[src/rtl/mii_64b66b_encoder.sv]
// BASE-R PCS transmit encoder: turns one 64-bit MII beat plus lane control flags into
// an unscrambled 66-bit block, policed by the TX block-sequence state machine.
module mii_64b66b_encoder #(
  parameter int ERR_CNT_WIDTH = 16
) (
  input  logic                     clk,
  input  logic                     i_rst,
  input  logic                     i_valid,
  input  logic [63:0]              i_mii_data,
  input  logic [7:0]               i_mii_ctrl,
  output logic [65:0]              o_block,
  output logic                     o_valid,
  output logic [ERR_CNT_WIDTH-1:0] o_err_count
);

  localparam logic [65:0] EBLOCK = {{8{7'h1E}}, 8'h1E, 2'b10};

  typedef enum logic [2:0] {TX_INIT, TX_C, TX_D, TX_T, TX_E} tx_state_e;
  typedef enum logic [2:0] {BT_C, BT_S, BT_D, BT_T, BT_E} beat_e;

  function automatic logic [6:0] code7(input logic [7:0] b);
    return (b == 8'hFE) ? 7'h1E : 7'h00;
  endfunction

  function automatic logic [7:0] term_type(input int k);
    case (k)
      0:       return 8'h87;
      1:       return 8'h99;
      2:       return 8'hAA;
      3:       return 8'hB4;
      4:       return 8'hCC;
      5:       return 8'hD2;
      6:       return 8'hE1;
      default: return 8'hFF;
    endcase
  endfunction

  // Data lane j lands at payload bit 8j and control lane j at 7j; the gap between is the pad.
  function automatic logic [65:0] term_block(input logic [63:0] d, input logic [7:0] hit);
    logic [55:0] p;
    logic [7:0]  t;
    p = 56'h0;
    t = 8'h00;
    for (int k = 0; k < 8; k++) begin
      if (hit[k]) begin
        t = term_type(k);
        for (int j = 0; j < 8; j++) begin
          if (j < k) p[8*j +: 8] = d[8*j +: 8];
          else if (j > k) p[7*j +: 7] = code7(d[8*j +: 8]);
        end
      end
    end
    return {p, t, 2'b10};
  endfunction

  tx_state_e               state_q, state_d;
  logic [65:0]             block_q, block_d;
  logic                    valid_q;
  logic [ERR_CNT_WIDTH-1:0] err_cnt_q, err_cnt_d;

  logic [7:0]  lane_ie_s;
  logic [7:0]  term_hit_s;
  beat_e       beat_s;
  logic [65:0] enc_s;

  for (genvar k = 0; k < 8; k++) begin : g_lane
    localparam logic [7:0] MASK = 8'hFF << k;
    localparam logic [7:0] TAIL = 8'hFE << k;
    assign lane_ie_s[k]  = (i_mii_data[8*k +: 8] == 8'h07) || (i_mii_data[8*k +: 8] == 8'hFE);
    assign term_hit_s[k] = (i_mii_ctrl == MASK) && (i_mii_data[8*k +: 8] == 8'hFD)
                           && (&(lane_ie_s | ~TAIL));
  end

  always_comb begin
    beat_s = BT_E;
    enc_s  = EBLOCK;
    if (i_mii_ctrl == 8'h00) begin
      beat_s = BT_D;
      enc_s  = {i_mii_data, 2'b01};
    end else if ((i_mii_ctrl == 8'hFF) && (&lane_ie_s)) begin
      beat_s      = BT_C;
      enc_s[9:0]  = {8'h1E, 2'b10};
      for (int j = 0; j < 8; j++) enc_s[10 + 7*j +: 7] = code7(i_mii_data[8*j +: 8]);
    end else if ((i_mii_ctrl == 8'h01) && (i_mii_data[7:0] == 8'hFB)) begin
      beat_s = BT_S;
      enc_s  = {i_mii_data[63:8], 8'h78, 2'b10};
    end else if (|term_hit_s) begin
      beat_s = BT_T;
      enc_s  = term_block(i_mii_data, term_hit_s);
    end else begin
      beat_s = BT_E;
      enc_s  = EBLOCK;
    end
  end

  always_comb begin
    state_d = TX_E;
    case (state_q)
      TX_INIT, TX_C, TX_T: begin
        if (beat_s == BT_C)      state_d = TX_C;
        else if (beat_s == BT_S) state_d = TX_D;
        else                     state_d = TX_E;
      end
      TX_D: begin
        if (beat_s == BT_D)      state_d = TX_D;
        else if (beat_s == BT_T) state_d = TX_T;
        else                     state_d = TX_E;
      end
      TX_E: begin
        if (beat_s == BT_D)      state_d = TX_D;
        else if (beat_s == BT_T) state_d = TX_T;
        else if (beat_s == BT_C) state_d = TX_C;
        else                     state_d = TX_E;
      end
      default: state_d = TX_E;
    endcase
    block_d   = (state_d == TX_E) ? EBLOCK : enc_s;
    err_cnt_d = err_cnt_q;
    if ((state_d == TX_E) && (err_cnt_q != {ERR_CNT_WIDTH{1'b1}})) begin
      err_cnt_d = err_cnt_q + ERR_CNT_WIDTH'(1);
    end else begin
      err_cnt_d = err_cnt_q;
    end
  end

  always_ff @(posedge clk or posedge i_rst) begin
    if (i_rst) begin
      state_q   <= TX_INIT;
      block_q   <= 66'h0;
      valid_q   <= 1'b0;
      err_cnt_q <= '0;
    end else if (i_valid) begin
      state_q   <= state_d;
      block_q   <= block_d;
      valid_q   <= 1'b1;
      err_cnt_q <= err_cnt_d;
    end else begin
      valid_q   <= 1'b0;
    end
  end

  assign o_block     = block_q;
  assign o_valid     = valid_q;
  assign o_err_count = err_cnt_q;

endmodule
[config.mk]
export PLATFORM = sky130hd
export DESIGN_NAME = mii_64b66b_encoder
export DESIGN_NICKNAME = d
export VERILOG_FILES = /design/src/rtl/mii_64b66b_encoder.sv
export SDC_FILE = /design/constraint.sdc
export NUM_CORES = 1
export LEC_CHECK = 0
export ABC_AREA = 1
export CAP_MARGIN = 25
export CELL_PAD_IN_SITES_DETAIL_PLACEMENT = 1
export CELL_PAD_IN_SITES_GLOBAL_PLACEMENT = 1
export CORE_MARGIN = 4
export CORE_UTILIZATION = 35
export DETAILED_ROUTE_END_ITERATION = 7
export PLACE_DENSITY = 0.85
export SETUP_SLACK_MARGIN = 0.2
export SYNTH_ARGS = -nofsm -noshare
export SYNTH_HDL_FRONTEND = slang
export SYNTH_SLANG_ARGS = --single-unit
[constraint.sdc]
create_clock -name clk -period 4 [get_ports clk]
set_clock_uncertainty 0.2 [all_clocks]
set_input_delay 0.8 -clock clk [delete_from_list [all_inputs] [get_ports clk]]
set_output_delay 0.8 -clock clk [all_outputs]
set_load 0.02 [all_outputs]
* After elaboration in Yosys (flattened, before gate mapping)
Cells that the tools add are included.
** Word-level totals
- Register bits :: 86
- Input bits :: 75
- Output and inout port bits :: 83
- Logic and storage cells :: 139
** Operators by class
- Add/sub/neg operators :: 1
- Eq/ne operators :: 43
- Mux-type cells :: 52
- Reduce and logical (&&, ||, !) cells :: 39
** Operator list (number)
- 2-to-1 mux 66 bit :: 5
- equality test 8 bit, second input constant :: 25
- 2-to-1 mux 35 bit :: 5
- 2-to-1 mux 8 bit :: 9
- equality test 8 x 3 -> 1 bit, second input constant :: 8
- 2-to-1 mux 56 bit :: 1
- 2-to-1 mux 48 bit :: 1
- 2-to-1 mux 47 bit :: 1
- 2-to-1 mux 42 bit :: 1
- 2-to-1 mux 40 bit :: 1
- 2-to-1 mux 5 bit :: 8
- 2-to-1 mux 3 bit :: 11
- 2-to-1 mux 32 bit :: 1
- 2-to-1 mux 28 bit :: 1
- 2-to-1 mux 24 bit :: 1
- 2-to-1 mux 21 bit :: 1
- logical AND 1 bit :: 18
- adder 16 x 1 -> 16 bit, second input constant :: 1
- 2-to-1 mux 16 bit :: 1
- != test 16 bit, second input constant :: 1
- 2-to-1 mux 14 bit :: 1
- equality test 3 x 2 -> 1 bit, second input constant :: 4
- case mux 3 bit (3 select lines) :: 1
- equality test 8 x 1 -> 1 bit, second input constant :: 1
- other kinds (16) :: 27

* Longest topological paths before layout
- Depth in word-level cells :: 21
- Mapped depth :: 18
- Gate-level depth less buffers :: 18

* Worst setup path after synthesis
Ideal clock, no wire load.
- Kind :: input to register
- From :: input i_mii_data[41]
- To :: register block_q[21], in the netlist o_block[21]
- Arrival :: 2446 ps
- Required time :: 3683 ps
- Slack :: 1237 ps
- Stages on the path :: 17
- Cells stage by stage :: buf_2 > nand2_1 > nor2_1 > nand2_1 > nand2_2 > nand3_4 > nor2_8 > nand4_2 > nand3_1 > nand2_1 > inv_1 > nand4_4 > inv_4 > buf_8 > nand2_2 > nand3_1 > nand2_1
** On the way
- Word-level cells in the longest chain between the ends :: 16
** RTL lines
- start: declaration :: line 9 : input logic [63:0] i_mii_data,
- equality test 8 x 3 -> 1 bit or equality test 8 bit (tied branches) :: line 69 : assign lane_ie_s[k] = (i_mii_data[8*k +: 8] == 8'h07) || (i_mii_data[8*k +: 8] == 8'hFE);
- logical OR 1 bit :: line 69
- AND reduction 7 bit, or another cell as far along :: line 71 : && (&(lane_ie_s | ~TAIL));
- logical AND 1 bit :: line 71
- OR reduction 8 bit or 2-to-1 mux 47 bit (tied branches) :: line 87, 45
- 2-to-1 mux 3 bit or 2-to-1 mux 16 bit (tied branches) :: line 87, 45
- 2-to-1 mux 3 bit or 2-to-1 mux 24 bit (tied branches) :: line 84, 45
- 2-to-1 mux 3 bit or 2-to-1 mux 32 bit (tied branches) :: line 80, 45
- 2-to-1 mux 3 bit or 2-to-1 mux 40 bit (tied branches) :: line 77, 45
- logical NOT 3 bit or 2-to-1 mux 48 bit (tied branches) :: line 100, 112, 45
- 2-to-1 mux 3 bit or 2-to-1 mux 56 bit (tied branches) :: line 112, 45
- 2-to-1 mux 3 bit or 2-to-1 mux 66 bit (tied branches) :: line 111, 87
- 2-to-1 mux 3 bit or 2-to-1 mux 66 bit (tied branches) :: line 110, 84
- case mux 3 bit (3 select lines) or 2-to-1 mux 66 bit (tied branches) :: line 98, 80
- equality test 3 bit or 2-to-1 mux 66 bit (tied branches) :: line 117, 77
- 2-to-1 mux 66 bit (*) :: line 117 : block_d = (state_d == TX_E) ? EBLOCK : enc_s;
- end signal: assignment :: line 134 : block_q <= block_d;
- end: declaration :: line 57 : logic [65:0] block_q, block_d;
Every way passes the cells marked *; elsewhere a longest branch is shown, timed or not.
A chain may end at the register's enable or synchronous reset.

* Worst setup path in the final report
- From :: input i_mii_data[47]
- To :: register block_q[18], in the netlist o_block[18]
The elaborated chain is that of the path after synthesis.

==> run summary <==
switching power: 814 uW
minimum clock period: 3510 ps
switching portion of total power: 0.335
worst slew pin tran: 837 ps
sequential fraction of the synthesis area: 0.314
synthesized cell area: 0.00686 mm^2
FF-to-FF path depth: 8
IO Count: 158
fin area: 0.00924 mm^2
part of the power in the clock network: 0.356
total track usage: 0.262
Net Count, Synth: 1150
antenna-violating nets left: 0
Initial DRT Pass Iterations: 5
fin crit share: 0.878
Yosys top cell by area: dfrtp_1
Min Hold Slack: 279 ps
via/cell ratio: 5.30
Final HPWL DP: 22.6 mm
clock sink count: 86
Worst setup EP type: register
Layout Nets: 1326
Unique masters post-synth: 49
FFs w/ async S/R, synth: 1.00
FF+latch count, synth: 86
r2r setup slk: 1840 ps
Worst R2R End: o_err_count[3]$_DFFE_PP0P_
Comb pwr share: 0.248
area growth from synthesis to layout: 34.6%
largest stage delay on the critical path: 620 ps
Pwr Density: 263 mW/mm^2
Hold Buf Count CTS: 0
clock root cell: clkbuf_16
first-pass GRT wire length: 45.8 mm
R2R Path Start: state_q[1]$_DFFE_PP0P_
clock slew at reported path FFs: 80 ps
Worst EP arrival: 3570 ps
MaxCap Viol Count: 0
vias in the first global route: 8508
WP data required: 4060 ps
Post-Place Cell Area: 0.00894 mm^2
top-count cell post-synth: nand2_1
critical path's slowest cell: clkdlybuf4s50_1
placer congestion estimate: 0.968
post-synth top area share: 0.314
final setup violation count: 0
Final Slew Violations: 0
Die Ht: 148 um
largest net degree at the start of global routing: 46
Post-synth top flop: dfrtp_1
Port Buf Inserts: 157
Post-synth EDFFs: 0
leading post-synthesis cells by cell area: dfrtp_1 (31%), nand2_1 (18%), nand3_1 (9.3%)
cts bufs inserted: 9
clock latency on the worst-skew pair: 360 ps
DR vias: 8032
DRT iter0 DRCs: 403
placed cell count: 1499
initial antenna violation count: 0
Pint: 1620 uW
status: finished, final reports clean
Synth Area per Inst: 6.39 um^2
worst hold path class: reg -> reg
Seq pwr share: 0.397
antenna cells: 0
fmax: 285 MHz
Synth Instances: 1074
core area: 0.0190 mm^2
RSZ-0062 raised after global routing: no
Site Rows: 50
global route overflow: 0
full die area: 0.0219 mm^2
Layout Utilization: 0.486
most frequent cells after synthesis: nand2_1 (328), inv_1 (127), nand3_1 (127)
Non-Filler Instances: 1515
CTS tree: yes
TNS Setup: 0 ps
drc violations: 0
clk buf depth: 2
crit-path cells: clkdlybuf4s50_1, nand2_1, nor2_1, nand2_1, nand2_2, nand3_4, nor2_8, nand3_2, nand2_2, inv_2, nand2_2, buf_4, nand3_1, a21oi_1, nand2_1, nand3_1, nand2_1
Die Wd: 148 um
Setup CP Type: in -> reg
CP most frequent cell: nand2_1
WL per Instance: 18.8 um
Max VDD drop: 0.200 mV
CP Capture Point: o_block[18]$_DFFE_PP0P_
drt total wl: 28.5 mm
CTS H-tree lvls: 3
Leakage: 0.00416 uW
CP Launch Point: i_mii_data[47]
layout cells sized above 1: 0.107
Final Hold Viols: 0
Initial Util: 0.361
Max-Slew Margin vs Limit: 0.441
Critical Path Start Type: primary input
# resized after CTS: 0
maximum net fanout on the critical path: 9
synth warn: 0
post-CTS setup repair buffer count: 0
-- cells in the final DEF, fill, tap and decap left out, drive strengths merged, types with 2 or more instances in the layout --
master / count
o211ai: 5
a22oi: 10
xor2: 6
clkdlybuf4s50: 157
clkbuf: 10
nand3: 136
a32oi: 8
dfrtp: 86
buf: 44
a21oi: 16
clkinv: 3
nor2: 108
xnor2: 7
or2: 2
nor4: 6
clkinvlp: 2
nand2: 360
nand4: 21
inv: 141
o31ai: 3
nor3: 35
o21ai: 74
a31oi: 4
-- power by group through the flow --
stage	sequential [uW]	clock [uW]	combinational (uW)
after floorplan	1030	0	231
after global placement	981	0	588
after detailed placement	982	0	603
after CTS	966	877	608
after global routing	974	921	656
final	965	865	602
-- state kept, by name (all words and copies together), names as in the netlist --
| name | cells |
|---|---|
| state_q | 3 |
| o_valid | 1 |
| o_err_count | 16 |
| o_block | 66 |
-- cell families after synthesis --
kind of cell / synth area share
compound gates: 0.106
xor+xnor: 0.0166
fa+ha+maj: 0.00182
buf+inv: 0.105
flops: 0.314
simple gates: 0.456
-- metrics by stage --
step | worst slack [ps] | total power [uW]
after floorplan | 778 | 1260
after CTS | 487 | 2450
final | 490 | 2430
after detailed placement | 115 | 1580
after global routing | 269 | 2550
after global placement | 169 | 1570
-- layout make-up --
cell class / count / area [um^2]
clock buffers: 10 / 239
repair buffers: 201 / 1950
clock inverters: 6 / 52.6
flip-flops and latches: 86 / 2150
multi-input cells: 812 / 3990
well taps: 260 / 325
inverters: 140 / 529
fillers: 2575 / 9780
-- worst min-delay path by stage --
stage                                  startpoint                      end  slack [ps]  cells past startpoint
after CTS                 o_block[61]$_DFFE_PP0P_  o_block[61]$_DFFE_PP0P_         280                      2
after global routing      o_block[34]$_DFFE_PP0P_  o_block[34]$_DFFE_PP0P_         320                      2
after detailed placement  o_block[61]$_DFFE_PP0P_  o_block[61]$_DFFE_PP0P_         270                      2
final                     o_block[61]$_DFFE_PP0P_  o_block[61]$_DFFE_PP0P_         280                      2
after global placement    o_block[62]$_DFFE_PP0P_  o_block[62]$_DFFE_PP0P_         260                      2
after floorplan            state_q[2]$_DFFE_PP0P_   state_q[2]$_DFFE_PP0P_         370                      2
-- worst max-delay path: cells and delay by family --
kind,cells,cell delay (ps)
AND/OR/NAND/NOR,13,1690
buffers and inverters,3,900
AO/OA/AOI/OAI,1,170
-- layer usage --
layer	share of wire	GRT usage	wire length, um	vias to the layer above
met1	0.43	0.329	12300	3910
li1	-	-	-	3831
met5	0	0	0	-
met4	0.029	0.0924	840	0
met3	0.051	0.0457	1450	55
met2	0.49	0.452	13900	236
Note: power is estimated with default switching activity, not from simulation.
==> patch, RTL diff (config.mk and constraints unchanged) <==
Make the reset (`i_rst`) synchronous in one clocked block.
--- a/src/rtl/mii_64b66b_encoder.sv
+++ b/src/rtl/mii_64b66b_encoder.sv
@@ -123,7 +123,7 @@
     end
   end
 
-  always_ff @(posedge clk or posedge i_rst) begin
+  always_ff @(posedge clk) begin
     if (i_rst) begin
       state_q   <= TX_INIT;
       block_q   <= 66'h0;
Check against the original RTL: not equivalent (Yosys sat finds a counterexample within 4 cycles, from zero or initial values and one cycle with i_rst high; the reset may be asserted at any time).
==> patch against the unedited design <==
Sequential share of layout area shrank 4.4 points; final cell count up 7.0%; wire length decreased by 0.77%; cell area down 1.3%; area after synthesis down 1.6%; sequential cell count stayed put; worst setup slack lost 120 ps; count of clock-buffer cells in the layout unchanged; total power decreased by 2.0%; sequential power is 5.7% lower; die area is 1.5% lower; clock power up 17%; critical path type unchanged; critical endpoint is now o_block[61]; largest power group is now clock.
==> patch: results (changes against the unedited design) <==
outcome=finished clean; Detailed Route Iter0 Violations=533 (+32%); P_leak=3.876 nW (-6.8%); main area contributors after synthesis=dfxtp_1 25%, nand2_1 17%, nor2_1 13%, inv_1 7.6%, nand3_1 6.4%; sw frac=28.55% (-4.9 points); Worst VDD drop=197.7 uV (-1.3%); GRT met3 Usage=3.886% (-0.68 points); DR WL met2=13310 um (-4.5%); syn nets=1272 (+11%); power in combinational cells=0.462 mW (-23%); synth unique cells=39 (-20%); Final nets=1433 (+8.1%); M1 GR Usage=33.17% (+0.24 points); Post-Syn Area=6753 um^2 (-1.6%); Root Buffer=clkbuf_16; Worst Path Arrival=3670 ps (+100 ps); Critical Path Max Stage Delay=530 ps (-90 ps); #MultiIn Comb=914 (+13%); Post-Synthesis Cells=1196 (+11%); Fillers=2593 (+0.70%); Tot GR Track Use=25.43% (-0.75 points); CTS resizes=0 (unchanged); worst-path fanout max=16 (+7); invs w/o clock=146 (+4.3%); PD cells=261.4 nW/um^2 (-0.75%); met3 WL=1463 um (+1.0%); final instance area=9116 um^2 (-1.3%); register area=1722 um^2 (-20%); layout cells sized above 1=7.494% (-3.2 points); Non-CTS buffers=200 (-0.50%); Multi-input gate area=4253 um^2 (+6.7%); via count of the first global-routing pass=8610 (+1.2%); postcts setup bufs=0 (unchanged); register area share after synthesis=25.50% (-5.9 points); WL/cell=17.44 um (-7.3%); ys async rst share=0% (-100 points); post-place setup slack=57.10 ps (-57.82 ps); overall routed net length=28270 um (-0.77%); fraction of area in non-clock buffers=21.08% (-0.051 points); Power Clock=1.01 mW (+17%); pin count of the biggest net entering global routing=49 (+6.5%); Tightest Pin Transition=712.2 ps (-125.2 ps); first-pass GRT wire length=44760 um (-2.3%); Final HPWL DP=22460 um (-0.82%); vias=8513 (+6.0%); met2 Use GR=43.17% (-2.1 points); clk tree area frac=3.802% (+0.65 points); synth cell count leaders=303 x nand2_1, 232 x nor2_1, 136 x inv_1, 87 x nand3_1, 86 x dfxtp_1; placed cell area=8770 um^2 (-2.0%); Final Wtd Congestion=0.9526 (-1.6%)
## patch: cell count changes after synthesis, sizes merged, moves of 41 or more
cell	delta
a21oi	+65
dfxtp	+86
nand2	-41
dfrtp	-86
nand3	-45
nor2	+133
## patch: worst paths after layout
check                       from         endpoint  slack, ps  cells after the start
setup / recovery   i_mii_ctrl[0]      o_block[61]        370                     16
hold / removal       o_block[29]      o_block[29]        260                      2
hold reg to reg      o_block[29]      o_block[29]        260                      2
setup reg to reg  o_err_count[0]  o_err_count[13]       1360                     10
## patch: logic make-up (layout without fill, tap and decap cells)
group	Yosys count	in the layout	synth area share [%]
AND/OR/NAND/NOR	699	699	44.58
AO/OA/AOI/OAI	200	200	16.40
buffers and inverters	196	361	11.52
flip-flops	86	86	25.50
XOR/XNOR	14	14	1.816
adder cells (fa/ha/maj)	1	1	0.1853
## patch: critical path: cells and delay by family
family / cells / cell delay, ps
AO/OA/AOI/OAI: 2 / 390
buffers and inverters: 4 / 900
AND/OR/NAND/NOR: 10 / 1560
